### src/rtl/coreboard1588_pkg.sv
// coreboard1588_pkg: shared types and widths for the ADS868x scan sequencer.
package coreboard1588_pkg;
  localparam int CH_SEL_W = 3;
  localparam int DEF_DATA_W = 16;
  typedef enum logic [2:0] {S_IDLE, S_SELECT, S_SETTLE, S_CONVERT, S_OUTPUT, S_NEXT} scan_state_e;
endpackage

### src/rtl/ads868x_scan_ctrl_if.sv
// ads868x_scan_ctrl_if: conversion handshake to the SPI master and result stream to capture.
interface ads868x_scan_ctrl_if import coreboard1588_pkg::*; #(parameter int DATA_W = DEF_DATA_W);
  logic conv_req, conv_ack, res_valid, res_ready, res_last;
  logic [DATA_W-1:0] conv_data, res_data;
  logic [CH_SEL_W-1:0] res_ch;
  modport master (output conv_req, res_valid, res_data, res_ch, res_last,
                  input conv_ack, conv_data, res_ready);
  modport slave (input conv_req, res_valid, res_data, res_ch, res_last,
                 output conv_ack, conv_data, res_ready);
endinterface

### src/rtl/ads868x_ch_pick.sv
// ads868x_ch_pick: lowest set mask bit above cur_i, or from bit 0 when first_i.
module ads868x_ch_pick import coreboard1588_pkg::*; #(parameter int NUM_CH = 8) (
  input  logic [NUM_CH-1:0]   mask_i,
  input  logic [CH_SEL_W-1:0] cur_i,
  input  logic                first_i,
  output logic [CH_SEL_W-1:0] nxt_o,
  output logic                found_o,
  output logic                is_last_o
);
  always_comb begin
    nxt_o = '0;
    found_o = 1'b0;
    for (int i = NUM_CH - 1; i >= 0; i--)
      if (mask_i[i] && (first_i || i > int'(cur_i))) begin
        nxt_o = CH_SEL_W'(i);
        found_o = 1'b1;
      end
  end
  assign is_last_o = ~found_o;
endmodule

### src/rtl/ads868x_scan_ctrl.sv
// ads868x_scan_ctrl: steps the ADS868x mux through a channel mask and streams tagged conversions.
// Define SCAN_TIMEOUT_EN to add the conversion-ack timeout (TIMEOUT_CYC) and err_timeout.
module ads868x_scan_ctrl import coreboard1588_pkg::*; #(
  parameter int NUM_CH = 8,
  parameter int DATA_W = DEF_DATA_W
`ifdef SCAN_TIMEOUT_EN
  , parameter int TIMEOUT_CYC = 1024
`endif
) (
  input  logic                aclk,
  input  logic                aresetn,
  input  logic [NUM_CH-1:0]   cfg_ch_mask,
  input  logic [15:0]         cfg_settle,
  input  logic                cfg_continuous,
  input  logic                ctrl_start,
  input  logic                ctrl_abort,
  input  logic                trig_in,
  output logic [CH_SEL_W-1:0] ch_sel,
  output logic                mux_en,
  output logic                busy,
  output logic                scan_done,
  output logic                trig_miss,
  output logic [15:0]         scan_cnt,
  output logic                err_timeout,
  ads868x_scan_ctrl_if.master bus
);
  scan_state_e state_q, state_d;
  logic [CH_SEL_W-1:0] cur_q, cur_d, nxt_q, nxt_d, ch_sel_q, ch_sel_d, res_ch_q, res_ch_d, pk_nxt;
  logic [NUM_CH-1:0] mask_q, mask_d, pk_mask;
  logic [15:0] cnt_q, cnt_d, scan_cnt_q, scan_cnt_d;
  logic [DATA_W-1:0] res_data_q, res_data_d;
  logic last_q, last_d, mux_en_q, mux_en_d, conv_req_q, conv_req_d, res_valid_q, res_valid_d;
  logic res_last_q, res_last_d, busy_q, busy_d, done_q, done_d, miss_q, miss_d, err_q, err_d;
  logic trig_q, start, pk_first, pk_found, pk_is_last;
`ifdef SCAN_TIMEOUT_EN
  localparam int TW = $clog2(TIMEOUT_CYC + 1);
  logic [TW-1:0] tmo_q, tmo_d;
`endif
  assign start = ctrl_start | (trig_in & ~trig_q);
  // In CONVERT the picker looks ahead in the snapshot; elsewhere it finds the first channel of cfg_ch_mask
  assign pk_first = state_q != S_CONVERT;
  assign pk_mask = pk_first ? cfg_ch_mask : mask_q;
  ads868x_ch_pick #(.NUM_CH(NUM_CH)) u_pick (
    .mask_i(pk_mask), .cur_i(cur_q), .first_i(pk_first),
    .nxt_o(pk_nxt), .found_o(pk_found), .is_last_o(pk_is_last)
  );
  always_comb begin
    state_d = state_q;
    cur_d = cur_q;
    nxt_d = nxt_q;
    mask_d = mask_q;
    cnt_d = cnt_q;
    last_d = last_q;
    ch_sel_d = ch_sel_q;
    mux_en_d = mux_en_q;
    conv_req_d = conv_req_q;
    res_valid_d = res_valid_q;
    res_data_d = res_data_q;
    res_ch_d = res_ch_q;
    res_last_d = res_last_q;
    scan_cnt_d = scan_cnt_q;
    err_d = err_q;
    done_d = 1'b0;
    miss_d = start && state_q != S_IDLE && !ctrl_abort;
`ifdef SCAN_TIMEOUT_EN
    tmo_d = state_q == S_CONVERT ? tmo_q + TW'(1) : '0;
`endif
    case (state_q)
      S_IDLE: if (start && pk_found) begin
        mask_d = cfg_ch_mask;
        cur_d = pk_nxt;
        err_d = 1'b0;
        state_d = S_SELECT;
      end
      S_SELECT: begin
        ch_sel_d = cur_q;
        mux_en_d = 1'b1;
        cnt_d = cfg_settle;
        state_d = S_SETTLE;
      end
      S_SETTLE: if (cnt_q == 16'd0) begin
        conv_req_d = 1'b1;
        state_d = S_CONVERT;
      end else cnt_d = cnt_q - 16'd1;
      S_CONVERT: begin
        nxt_d = pk_nxt;
        last_d = pk_is_last;
        if (bus.conv_ack) begin
          conv_req_d = 1'b0;
          res_valid_d = 1'b1;
          res_data_d = bus.conv_data;
          res_ch_d = cur_q;
          res_last_d = pk_is_last;
          state_d = S_OUTPUT;
        end
`ifdef SCAN_TIMEOUT_EN
        else if (tmo_q == TW'(TIMEOUT_CYC - 1)) begin
          conv_req_d = 1'b0;
          err_d = 1'b1;
          state_d = S_NEXT;
        end
`endif
      end
      S_OUTPUT: if (bus.res_ready) begin
        res_valid_d = 1'b0;
        state_d = S_NEXT;
      end
      S_NEXT: if (!last_q) begin
        cur_d = nxt_q;
        state_d = S_SELECT;
      end else begin
        done_d = 1'b1;
        scan_cnt_d = scan_cnt_q + 16'd1;
        if (cfg_continuous && pk_found) begin
          mask_d = cfg_ch_mask;
          cur_d = pk_nxt;
          state_d = S_SELECT;
        end else begin
          mux_en_d = 1'b0;
          state_d = S_IDLE;
        end
      end
      default: state_d = S_IDLE;
    endcase
    if (ctrl_abort) begin
      state_d = S_IDLE;
      conv_req_d = 1'b0;
      res_valid_d = 1'b0;
      mux_en_d = 1'b0;
      done_d = 1'b0;
      scan_cnt_d = scan_cnt_q;
      err_d = err_q;
    end
    busy_d = state_d != S_IDLE;
  end
  always_ff @(posedge aclk)
    if (!aresetn) begin
      state_q <= S_IDLE;
      cur_q <= '0;
      nxt_q <= '0;
      mask_q <= '0;
      cnt_q <= '0;
      last_q <= 1'b0;
      ch_sel_q <= '0;
      mux_en_q <= 1'b0;
      conv_req_q <= 1'b0;
      res_valid_q <= 1'b0;
      res_data_q <= '0;
      res_ch_q <= '0;
      res_last_q <= 1'b0;
      scan_cnt_q <= '0;
      err_q <= 1'b0;
      done_q <= 1'b0;
      miss_q <= 1'b0;
      busy_q <= 1'b0;
      trig_q <= 1'b0;
    end else begin
      state_q <= state_d;
      cur_q <= cur_d;
      nxt_q <= nxt_d;
      mask_q <= mask_d;
      cnt_q <= cnt_d;
      last_q <= last_d;
      ch_sel_q <= ch_sel_d;
      mux_en_q <= mux_en_d;
      conv_req_q <= conv_req_d;
      res_valid_q <= res_valid_d;
      res_data_q <= res_data_d;
      res_ch_q <= res_ch_d;
      res_last_q <= res_last_d;
      scan_cnt_q <= scan_cnt_d;
      err_q <= err_d;
      done_q <= done_d;
      miss_q <= miss_d;
      busy_q <= busy_d;
      trig_q <= trig_in;
    end
`ifdef SCAN_TIMEOUT_EN
  always_ff @(posedge aclk) tmo_q <= !aresetn ? '0 : tmo_d;
`endif
  assign ch_sel = ch_sel_q;
  assign mux_en = mux_en_q;
  assign busy = busy_q;
  assign scan_done = done_q;
  assign trig_miss = miss_q;
  assign scan_cnt = scan_cnt_q;
  assign err_timeout = err_q;
  assign bus.conv_req = conv_req_q;
  assign bus.res_valid = res_valid_q;
  assign bus.res_data = res_data_q;
  assign bus.res_ch = res_ch_q;
  assign bus.res_last = res_last_q;
endmodule

### src/flat_wrapper.sv
// flat-port wrapper written by rule: the top's interface ports become plain ports
module ads868x_scan_ctrl_flat import coreboard1588_pkg::*;
#(
  parameter int NUM_CH = 8,
  parameter int DATA_W = DEF_DATA_W

)
  (aclk, aresetn, cfg_ch_mask, cfg_settle, cfg_continuous, ctrl_start, ctrl_abort, trig_in, ch_sel, mux_en, busy, scan_done, trig_miss, scan_cnt, err_timeout, bus_conv_req, bus_res_valid, bus_res_data, bus_res_ch, bus_res_last, bus_conv_ack, bus_conv_data, bus_res_ready);
  ads868x_scan_ctrl_if #(.DATA_W(DATA_W)) bus_i ();
  input  logic aclk;
  input  logic aresetn;
  input  logic [NUM_CH-1:0] cfg_ch_mask;
  input  logic [15:0] cfg_settle;
  input  logic cfg_continuous;
  input  logic ctrl_start;
  input  logic ctrl_abort;
  input  logic trig_in;
  output logic [CH_SEL_W-1:0] ch_sel;
  output logic mux_en;
  output logic busy;
  output logic scan_done;
  output logic trig_miss;
  output logic [15:0] scan_cnt;
  output logic err_timeout;
  output wire logic [$bits(bus_i.conv_req)-1:0] bus_conv_req;
  output wire logic [$bits(bus_i.res_valid)-1:0] bus_res_valid;
  output wire logic [$bits(bus_i.res_data)-1:0] bus_res_data;
  output wire logic [$bits(bus_i.res_ch)-1:0] bus_res_ch;
  output wire logic [$bits(bus_i.res_last)-1:0] bus_res_last;
  input wire logic [$bits(bus_i.conv_ack)-1:0] bus_conv_ack;
  input wire logic [$bits(bus_i.conv_data)-1:0] bus_conv_data;
  input wire logic [$bits(bus_i.res_ready)-1:0] bus_res_ready;
  assign bus_conv_req = bus_i.conv_req;
  assign bus_res_valid = bus_i.res_valid;
  assign bus_res_data = bus_i.res_data;
  assign bus_res_ch = bus_i.res_ch;
  assign bus_res_last = bus_i.res_last;
  assign bus_i.conv_ack = bus_conv_ack;
  assign bus_i.conv_data = bus_conv_data;
  assign bus_i.res_ready = bus_res_ready;
  ads868x_scan_ctrl #(.NUM_CH(NUM_CH), .DATA_W(DATA_W)) u_core (.aclk(aclk), .aresetn(aresetn), .cfg_ch_mask(cfg_ch_mask), .cfg_settle(cfg_settle), .cfg_continuous(cfg_continuous), .ctrl_start(ctrl_start), .ctrl_abort(ctrl_abort), .trig_in(trig_in), .ch_sel(ch_sel), .mux_en(mux_en), .busy(busy), .scan_done(scan_done), .trig_miss(trig_miss), .scan_cnt(scan_cnt), .err_timeout(err_timeout), .bus(bus_i));
endmodule
### config.mk
export PLATFORM = sky130hd
export DESIGN_NAME = ads868x_scan_ctrl_flat
export DESIGN_NICKNAME = d
export VERILOG_FILES = /design/src/rtl/coreboard1588_pkg.sv /design/src/rtl/ads868x_scan_ctrl_if.sv /design/src/rtl/ads868x_ch_pick.sv /design/src/rtl/ads868x_scan_ctrl.sv /design/src/flat_wrapper.sv
export SDC_FILE = /design/constraint.sdc
export NUM_CORES = 1
export LEC_CHECK = 0
export BUFFER_PORTS_ARGS = -buffer_cell sky130_fd_sc_hd__buf_4
export CAP_MARGIN = 20
export CORE_MARGIN = 5
export CORE_UTILIZATION = 57
export DETAILED_ROUTE_END_ITERATION = 12
export GPL_ROUTABILITY_DRIVEN = 0
export PLACE_DENSITY = 0.88
export SYNTH_ARGS = -nofsm -noshare
export SYNTH_HDL_FRONTEND = slang
export SYNTH_SLANG_ARGS = --single-unit
export TNS_END_PERCENT = 30
### constraint.sdc
create_clock -name aclk -period 7 [get_ports aclk]
set_clock_uncertainty 0.05 [all_clocks]
set_input_delay 1.4 -clock aclk [delete_from_list [all_inputs] [get_ports aclk]]
set_output_delay 1.4 -clock aclk [all_outputs]
set_load 0.02 [all_outputs]
==> impl_metrics.ini, run 1 <==
[synth]
synth_nets = 538
synth_top_cell_area_share = 0.417
ys_async_sr_fraction = 0
syn_area_mm2 = 0.00379
syn_inst = 488
synth_edf_count = 0
synth_cell_types = 64
yosys_most_used_dff = dfxtp_1
syn_avg_cell_area_um2 = 7.77
ys_seq_elements = 79
synth_area_leader_cell = dfxtp_1
ys_warn_count = 0
ys_seq_area_frac = 0.417
yosys-top-cells-area = dfxtp_1, nand2_1, a21oi_1

[timing]
slew-limit-headroom = 0.343
whs_ns = 0.410
hold_violations = 0
postLayoutSetupSlackWorst_ns = 4.07
finalSetupViolations = 0
fin_tns_setup_ns = 0
fmax_mhz = 341
finalMaxSlewViolations = 0
tightest_slew_ns = 0.984
finalCriticalPeriod_ns = 2.93
rsz0062_at_grt = no
post-route-period-util = 0.419

[clock_tree]
cts-buffers-inserted = 9
clk_latency_ns = 0.36
cts_tree = built
cts.sinks = 79
cts_root_buffer = clkbuf_8
h-tree-depth = 3
cts_hold_buf = 0
cts_max_path_buffers = 2
cts.clk_slew.worst_paths_ns = 0.08
post_cts_buffers = 0
cts-resized-gates = 0

[status]
outcome = finished, final reports clean

[critical_path]
path_delay_family = simple AND/OR/NAND/NOR gates
r2r_cells = 8
critPathCaptureType = flop
path_max_fanout = 12
crit_buf_inv = 1
crit_chain = inv_1 > ha_1 > or4b_1 > or4_1 > nor3b_4 > o21a_2 > nor3b_1 > a31o_2
path_class = reg -> reg
cp.depth = 8
crit_slowest_cell = or4_1
start_kind = flop
required_ns = 7.20
arrival_ns = 3.14
slowest_delay_ns = 0.65

[floorplanning]
core-area_mm2 = 0.00642
dieArea_mm2 = 0.00839
fp.dieW_um = 91.6
die_h_um = 91.6
rows = 29
initial_core_util = 0.591
num_io_pins = 94

[detailed_routing]
wl_um = 9370
viasPerCell = 5.72
wl_per_cell_um = 14.7
num_vias = 3657
drt_iter0_markers = 306
firstDrtPassIters = 5
drc = 0
detail-route-antenna-nets = 0

[global_routing]
grt_pass1_vias = 3496
antenna_found_initial = 0
grt_max_degree = 61
grt_pass1_wl_um = 15900
track_usage = 0.228
overflow = 0

[layout]
final_util = 0.723
final_common_cell = nand2_1
num_antenna_cells = 0
finalNetCount = 607
syn_to_final_growth_pct = 22.4
layout_common_cells = nand2_1, buf_4, dfxtp_1
drive_above_1_share = 0.208

[power_and_ir_drop]
p_clk_frac = 0.373
power_density_mw_per_mm2 = 208
power.leakage_uw = 0.00189
pwr-share-seq = 0.495
switching_share = 0.271
switchingPower_uw = 262
pwr-share-comb = 0.132
vdd_drop_max_v = 0.000135
p_int_uw = 704

[hold_path]
min_path_cells = 2
hp-class = reg -> reg

[placed_design]
place_hpwl_um = 6560
dp_slack_ns = 3.88
io_buffers = 92

[job]
drv_cap = 0
## per-layer routing
layer	vias to the layer above	wire (um)	track usage
met2	127	4550	0.392
li1	1844	-	-
met1	1673	4070	0.276
met4	0	158	0.0992
met3	13	588	0.0446
met5	-	0	0
## through the flow
stage / std cells / cell area (um2) / power [uW]
2_1_floorplan: 488 / 3790 / 574
3_3_place_gp: 623 / 4430 / 609
3_5_place_dp: 623 / 4430 / 614
4_1_cts: 639 / 4640 / 969
5_1_grt: 639 / 4640 / 1010
6_report: 639 / 4640 / 966
## sequential cells by signal (all words and copies together), names as in the netlist
name and count:
u_core.bus.res_data 16, u_core.cnt_q 16, u_core.scan_cnt 16, u_core.mask_q 7, u_core.bus.res_ch 3, u_core.ch_sel 3, u_core.cur_q 3, u_core.nxt_q 3
u_core.state_q 3, u_core.bus.conv_req 1, u_core.bus.res_last 1, u_core.bus.res_valid 1, u_core.busy 1, u_core.last_q 1, u_core.mux_en 1, u_core.scan_done 1
u_core.trig_miss 1, u_core.trig_q 1
## final cells by class
| cell class | count | area [um2] |
|---|---|---|
| Timing Repair Buffer | 92 | 691 |
| Multi-Input combinational cell | 365 | 2020 |
| Tap cell | 77 | 96.3 |
| Sequential cell | 79 | 1580 |
| Clock buffer | 11 | 151 |
| Inverter | 10 | 37.5 |
| Clock inverter | 5 | 63.8 |
| Fill cell | 488 | 1780 |
## cell usage after synthesis (2+ instances only)
cell type / number
o31ai_1: 5
nand2_1: 100
o21ai_2: 3
nand3b_1: 2
a21boi_2: 2
a21oi_1: 41
nand3_1: 26
inv_1: 10
nor3_1: 12
dfxtp_1: 79
xnor2_1: 7
clkbuf_1: 23
and2_1: 12
a21boi_0: 7
or3_1: 4
nor4_1: 4
o21ai_0: 26
nor3b_1: 2
nor2_1: 30
and4_1: 3
o211ai_1: 4
and3_1: 5
nor2b_1: 2
buf_6: 2
a211oi_1: 9
buf_1: 4
a22o_1: 2
nand2b_1: 6
a31o_1: 2
o32ai_1: 2
o21ai_1: 5
a22oi_1: 2
o21a_1: 2
xor2_1: 6
a21o_1: 2
a2bb2oi_1: 2
ha_1: 2
buf_2: 4
mux2i_1: 2
## power groups by stage
stage | registers (uW) | clock network [uW] | logic [uW]
2_1_floorplan | 482 | 0 | 91.6
3_5_place_dp | 488 | 0 | 126
3_3_place_gp | 487 | 0 | 122
5_1_grt | 480 | 386 | 142
4_1_cts | 477 | 366 | 126
6_report | 478 | 360 | 127
## tightest hold or removal path, delay by kind of cell, from the launching register on
family	cells	cell delay, ns
AO/OA/AOI/OAI	1	0.05
AND/OR/NAND/NOR	1	0.05
flip-flops	1	0.32
## kinds of logic after synthesis
family	after synthesis	synth area share
xor+xnor	13	0.0300
fa+ha+maj	2	0.00660
other cells	1	0.000988
flops	79	0.417
mux	2	0.00528
buf+inv	44	0.0498
simple gates	215	0.266
compound gates	132	0.224
## worst paths after layout
path,from,to,slack [ns]
max reg2reg,u_core.cnt_q[0],u_core.cnt_q[2],4.07
min reg2reg,u_core.bus.res_data[3],u_core.bus.res_data[3],0.41
max,u_core.cnt_q[0],u_core.cnt_q[2],4.07
min,u_core.bus.res_data[3],u_core.bus.res_data[3],0.41
No activity file was read; power rests on OpenSTA's default activity.
==> inputs of run 2 (changes only) <==
Settings changed: ABC_AREA set to 1, CORE_UTILIZATION 57 to 49, PLACE_DENSITY 0.88 to 0.8.
Clock period 7 ns to 2.65 ns, I/O delays scaled along.
==> run 2 against run 1 <==
- wire length grew 6.8%
- cell area grew 7.2%
- largest cell class unchanged
- via count rose by 8.0%
- cell count up 21%
- maximum frequency grew 29%
- critical path type unchanged
- sequential power rose to 2.7 times the previous value
==> impl_metrics.ini, run 2 <==
[floorplanning]
dieArea_mm2 = 0.0101
initial_core_util = 0.497
num_io_pins = 94
die_h_um = 101
rows = 33
core-area_mm2 = 0.00809
fp.dieW_um = 101

[detailed_routing]
drt_iter0_markers = 202
viasPerCell = 5.11
met2WireLength_um = 5010
detail-route-antenna-nets = 0
m1WireLength_um = 4240
drc = 0
wl_per_cell_um = 12.9
firstDrtPassIters = 5
wl_um = 10000
routed.top_layer = met4
num_vias = 3950
wl_met3_um = 632

[timing]
finalMaxSlewViolations = 0
slew-limit-headroom = 0.536
hold_violations = 0
fin_tns_setup_ns = 0
tightest_slew_ns = 0.689
finalCriticalPeriod_ns = 2.27
finalSetupViolations = 0
fmax_mhz = 441
post-route-period-util = 0.856
rsz0062_at_grt = no

[hold_path]
hp-class = in -> reg

[power_and_ir_drop]
switching_share = 0.263
vdd_drop_max_v = 0.000329
power.leakage_uw = 0.00238
pwr-share-seq = 0.482
p_int_uw = 1950
p_clk_frac = 0.362
power_density_mw_per_mm2 = 531
switchingPower_uw = 695
pwr-share-comb = 0.156

[synth]
ys_async_sr_fraction = 0
synth.most_common_cell = nand2_1
syn_area_mm2 = 0.00402
synth_nets = 629
yosys_most_used_dff = dfxtp_1
synth_cell_types = 36
synth_area_leader_cell = dfxtp_1
ys_warn_count = 0
yosys-top-cells-area = dfxtp_1, nand2_1, nor2_1
syn_inst = 579
synth_edf_count = 0
yosys-top-cells-count = nand2_1, dfxtp_1, nor2_1
ys_seq_elements = 79
syn_avg_cell_area_um2 = 6.94
ys_seq_area_frac = 0.394
synth_top_cell_area_share = 0.394

[job]
drv_cap = 0

[critical_path]
arrival_ns = 2.46
start_kind = flop
path_max_fanout = 17
r2r_cells = 13
critPathCaptureType = flop
startpoint = u_core.state_q[1]
required_ns = 2.84
r2r_start = u_core.state_q[1]
crit_end = u_core.cur_q[2]
rrSetupSlack_ns = 0.38
r2r_end = u_core.cur_q[2]
path_class = reg -> reg

[global_routing]
grt_pass1_vias = 3729
overflow = 0
grt_pass1_wl_um = 16900
antenna_found_initial = 0
grt_max_degree = 57
track_usage = 0.205

[layout]
syn_to_final_growth_pct = 23.9
final_util = 0.615
num_antenna_cells = 0
seqCellArea_mm2 = 0.00158
final_common_cell = nand2_1
fill_cells = 753
final_cell_area_mm2 = 0.00498
finalNetCount = 714
multi_input_area_mm2 = 0.00206
drive_above_1_share = 0.228
layout_common_cells = nand2_1, buf_4, dfxtp_1

[status]
outcome = finished, final reports clean

[placed_design]
place_hpwl_um = 7370
io_buffers = 92
place_area_mm2 = 0.00477

[clock_tree]
cts-buffers-inserted = 9
clk_latency_ns = 0.35
cts-resized-gates = 0
post_cts_buffers = 0
cts_root_buffer = clkbuf_8
cts.sinks = 79
cts_max_path_buffers = 2
cts_tree = built
cts.clk_slew.worst_paths_ns = 0.08
cts_hold_buf = 0
h-tree-depth = 3
[run 2: through the flow]
step                power [uW]  setup slack, ns  hold WS (ns)  std cells
floorplan                 1590            0.930         0.398        579
global placement          1700            0.552         0.402        758
detailed placement        1710            0.409         0.416        758
CTS                       2670            0.404         0.305        773
global route              2790            0.165         0.323        773
finish                    2650            0.381         0.315        773
[run 2: kinds of logic after synthesis]
logic type / share of synthesized area
simple gates: 0.330
compound gates: 0.149
buf+inv: 0.0962
flops: 0.394
xor+xnor: 0.0240
fa+ha+maj: 0.00623
other cells: 0.000933
[run 2: power groups by stage]
stage / Clock, uW / Sequential (uW) / Combinational, uW
6_report: 957 / 1280 / 414
5_1_grt: 1040 / 1280 / 471
4_1_cts: 984 / 1270 / 414
3_5_place_dp: 0 / 1300 / 410
3_3_place_gp: 0 / 1300 / 402
2_1_floorplan: 0 / 1290 / 302
[run 2: final cells by class]
type / count / share of cell area
tap: 105 / 0.0264
multi-input combinational: 406 / 0.413
sequential: 79 / 0.318
clock buffer: 11 / 0.0284
timing repair buffer: 98 / 0.148
clock inverter: 4 / 0.0141
inverter: 70 / 0.0533
[run 2: critical path, cell delays in order, from the launching register on]
cell and delay, ns:
dfxtp_1 0.61, nand2_2 0.12, nor2_4 0.32, nor2_1 0.13, nor2_4 0.14, nand2_2 0.07
nor2_2 0.14, nand2_4 0.10, nand2_4 0.10, nand3_2 0.09, nand2_1 0.10, inv_1 0.06
nor2_1 0.09, nor2_1 0.05
[run 2: per-layer routing]
metal / vias to the layer above / track usage
met2: 107 / 0.355
met3: 10 / 0.0540
met4: 0 / 0.0632
met5: - / 0
li1: 2043 / -
met1: 1790 / 0.248
[run 2: worst min-delay path by stage]
stage          slack [ns]                  from  cells after the start              endpoint
6_report             0.32               trig_in                      3         u_core.trig_q
5_1_grt              0.32               trig_in                      3         u_core.trig_q
4_1_cts              0.30               trig_in                      3         u_core.trig_q
3_5_place_dp         0.42       u_core.cnt_q[1]                      2       u_core.cnt_q[1]
3_3_place_gp         0.40  u_core.bus.res_valid                      2  u_core.bus.res_valid
2_1_floorplan        0.40       u_core.cnt_q[1]                      2       u_core.cnt_q[1]
==> inputs of run 3 (changes only) <==
Settings changed: CORE_ASPECT_RATIO set to 2, CORE_UTILIZATION 49 to 54, PLACE_DENSITY 0.8 to 0.83.
Clock period 2.65 ns to 2.5 ns, I/O delays scaled along.
==> run 3 against run 2 <==
- die area down 7.3%
- clock power up 25%
- first-iteration DRC count up 34%
- via count up 4.6%
- largest power group unchanged
- largest cell class unchanged
- cell area up 1.1%
- flip-flop and latch count unchanged
- register-to-register slack worse by 0.15 ns
- global-route usage up 4.7 points
- hold slack worse by 0.0016 ns
- maximum frequency about the same
==> impl_metrics.ini, run 3 (synthesized netlist as in run 2, its figures left out) <==
[timing]
slew-limit-headroom = 0.520
fmax_mhz = 440
rsz0062_at_grt = no
finalSetupViolations = 0
tightest_slew_ns = 0.714
finalCriticalPeriod_ns = 2.27
finalMaxSlewViolations = 0
fin_tns_setup_ns = 0
hold_violations = 0
post-route-period-util = 0.908

[layout]
drive_above_1_share = 0.229
num_antenna_cells = 0
layout_common_cells = nand2_1, buf_4, dfxtp_1
final_common_cell = nand2_1
finalNetCount = 716
final_util = 0.693
syn_to_final_growth_pct = 25.3

[floorplanning]
dieArea_mm2 = 0.00937
initial_core_util = 0.553
die_h_um = 132
rows = 44
fp.dieW_um = 71
num_io_pins = 94
core-area_mm2 = 0.00727

[placed_design]
io_buffers = 92
place_hpwl_um = 8430

[clock_tree]
clk_latency_ns = 0.33
cts.clk_slew.worst_paths_ns = 0.06
cts_tree = built
h-tree-depth = 3
cts_max_path_buffers = 2
cts_root_buffer = clkbuf_16
cts-buffers-inserted = 9
cts-resized-gates = 0
post_cts_buffers = 0
cts_hold_buf = 0
cts.sinks = 79

[hold_path]
hp-class = in -> reg
holdCritStartpoint = trig_in
hold_end = u_core.trig_q
min_path_cells = 3

[global_routing]
track_usage = 0.252
grt_max_degree = 57
grt_pass1_wl_um = 18900
antenna_found_initial = 0
grt_pass1_vias = 4200
overflow = 0

[detailed_routing]
drc = 0
firstDrtPassIters = 5
detail-route-antenna-nets = 0
wl_per_cell_um = 15.0
wl_um = 11400
viasPerCell = 5.43
drt_iter0_markers = 271
num_vias = 4131

[critical_path]
r2r_start = u_core.state_q[1]
start_kind = flop
path_class = reg -> reg
rrSetupSlack_ns = 0.23
r2r_cells = 13
path_max_fanout = 17
r2r_end = u_core.mask_q[3]
critPathCaptureType = flop
arrival_ns = 2.45
required_ns = 2.68

[power_and_ir_drop]
power.total_uw = 3030
power.leakage_uw = 0.00241
p_clk_frac = 0.397
switching_share = 0.270
pwr-share-seq = 0.449
pwr-share-comb = 0.154
vdd_drop_max_v = 0.000454
power_density_mw_per_mm2 = 601
p_int_uw = 2210
switchingPower_uw = 818

[status]
outcome = finished, final reports clean

[job]
drv_cap = 0
run 3: worst max-delay path by stage:
stage | startpoint | slack, ns | endpoint
6_report | u_core.state_q[1] | 0.23 | u_core.mask_q[3]
5_1_grt | u_core.state_q[1] | 0.05 | u_core.mask_q[6]
4_1_cts | u_core.state_q[1] | 0.25 | u_core.mask_q[3]
3_5_place_dp | u_core.state_q[1] | 0.28 | u_core.cur_q[1]
3_3_place_gp | u_core.state_q[1] | 0.39 | u_core.cur_q[1]
2_1_floorplan | u_core.state_q[1] | 0.78 | u_core.cur_q[2]
run 3: final cells by class:
cell class | instances | area, um2
Tap cell | 92 | 115
Clock buffer | 11 | 253
Multi-Input combinational cell | 406 | 2050
Fill cell | 632 | 2230
Sequential cell | 79 | 1580
Inverter | 70 | 265
Clock inverter | 3 | 20.0
Timing Repair Buffer | 100 | 751
run 3: metrics by stage:
step / cell area (um2) / instances / hold slack (ns) / setup WS, ns
after floorplan: 4020 / 579 / 0.398 / 0.780
after global placement: 4760 / 747 / 0.402 / 0.387
after detailed placement: 4760 / 747 / 0.409 / 0.285
after CTS: 5040 / 761 / 0.303 / 0.245
after global routing: 5040 / 761 / 0.318 / 0.0512
final: 5040 / 761 / 0.314 / 0.230
run 3: power by group through the flow:
stage	Combinational (uW)	Clock (uW)	Sequential [uW]
floorplan	320	0	1360
global placement	444	0	1380
detailed placement	460	0	1380
CTS	466	1220	1360
global route	519	1270	1360
finish	467	1200	1360
run 3: routing by layer:
layer,up-vias,routed length (um),GRT usage
met2,171,6080,0.448
met4,0,694,0.161
met3,53,622,0.0649
li1,2039,-,-
met1,1868,3990,0.249
met5,-,0,0
run 3: worst max-delay path, stage by stage (launching register included):
cell and delay [ns]:
dfxtp_1 0.60, nand2_2 0.12, nor2_4 0.31, nor2_1 0.13, nor2_4 0.13, nand2_2 0.07, nor2_2 0.14, nand2_4 0.11
nand2_4 0.08, nand2_4 0.10, nand3_4 0.13, nand2_1 0.07, inv_1 0.07, nor2_2 0.04
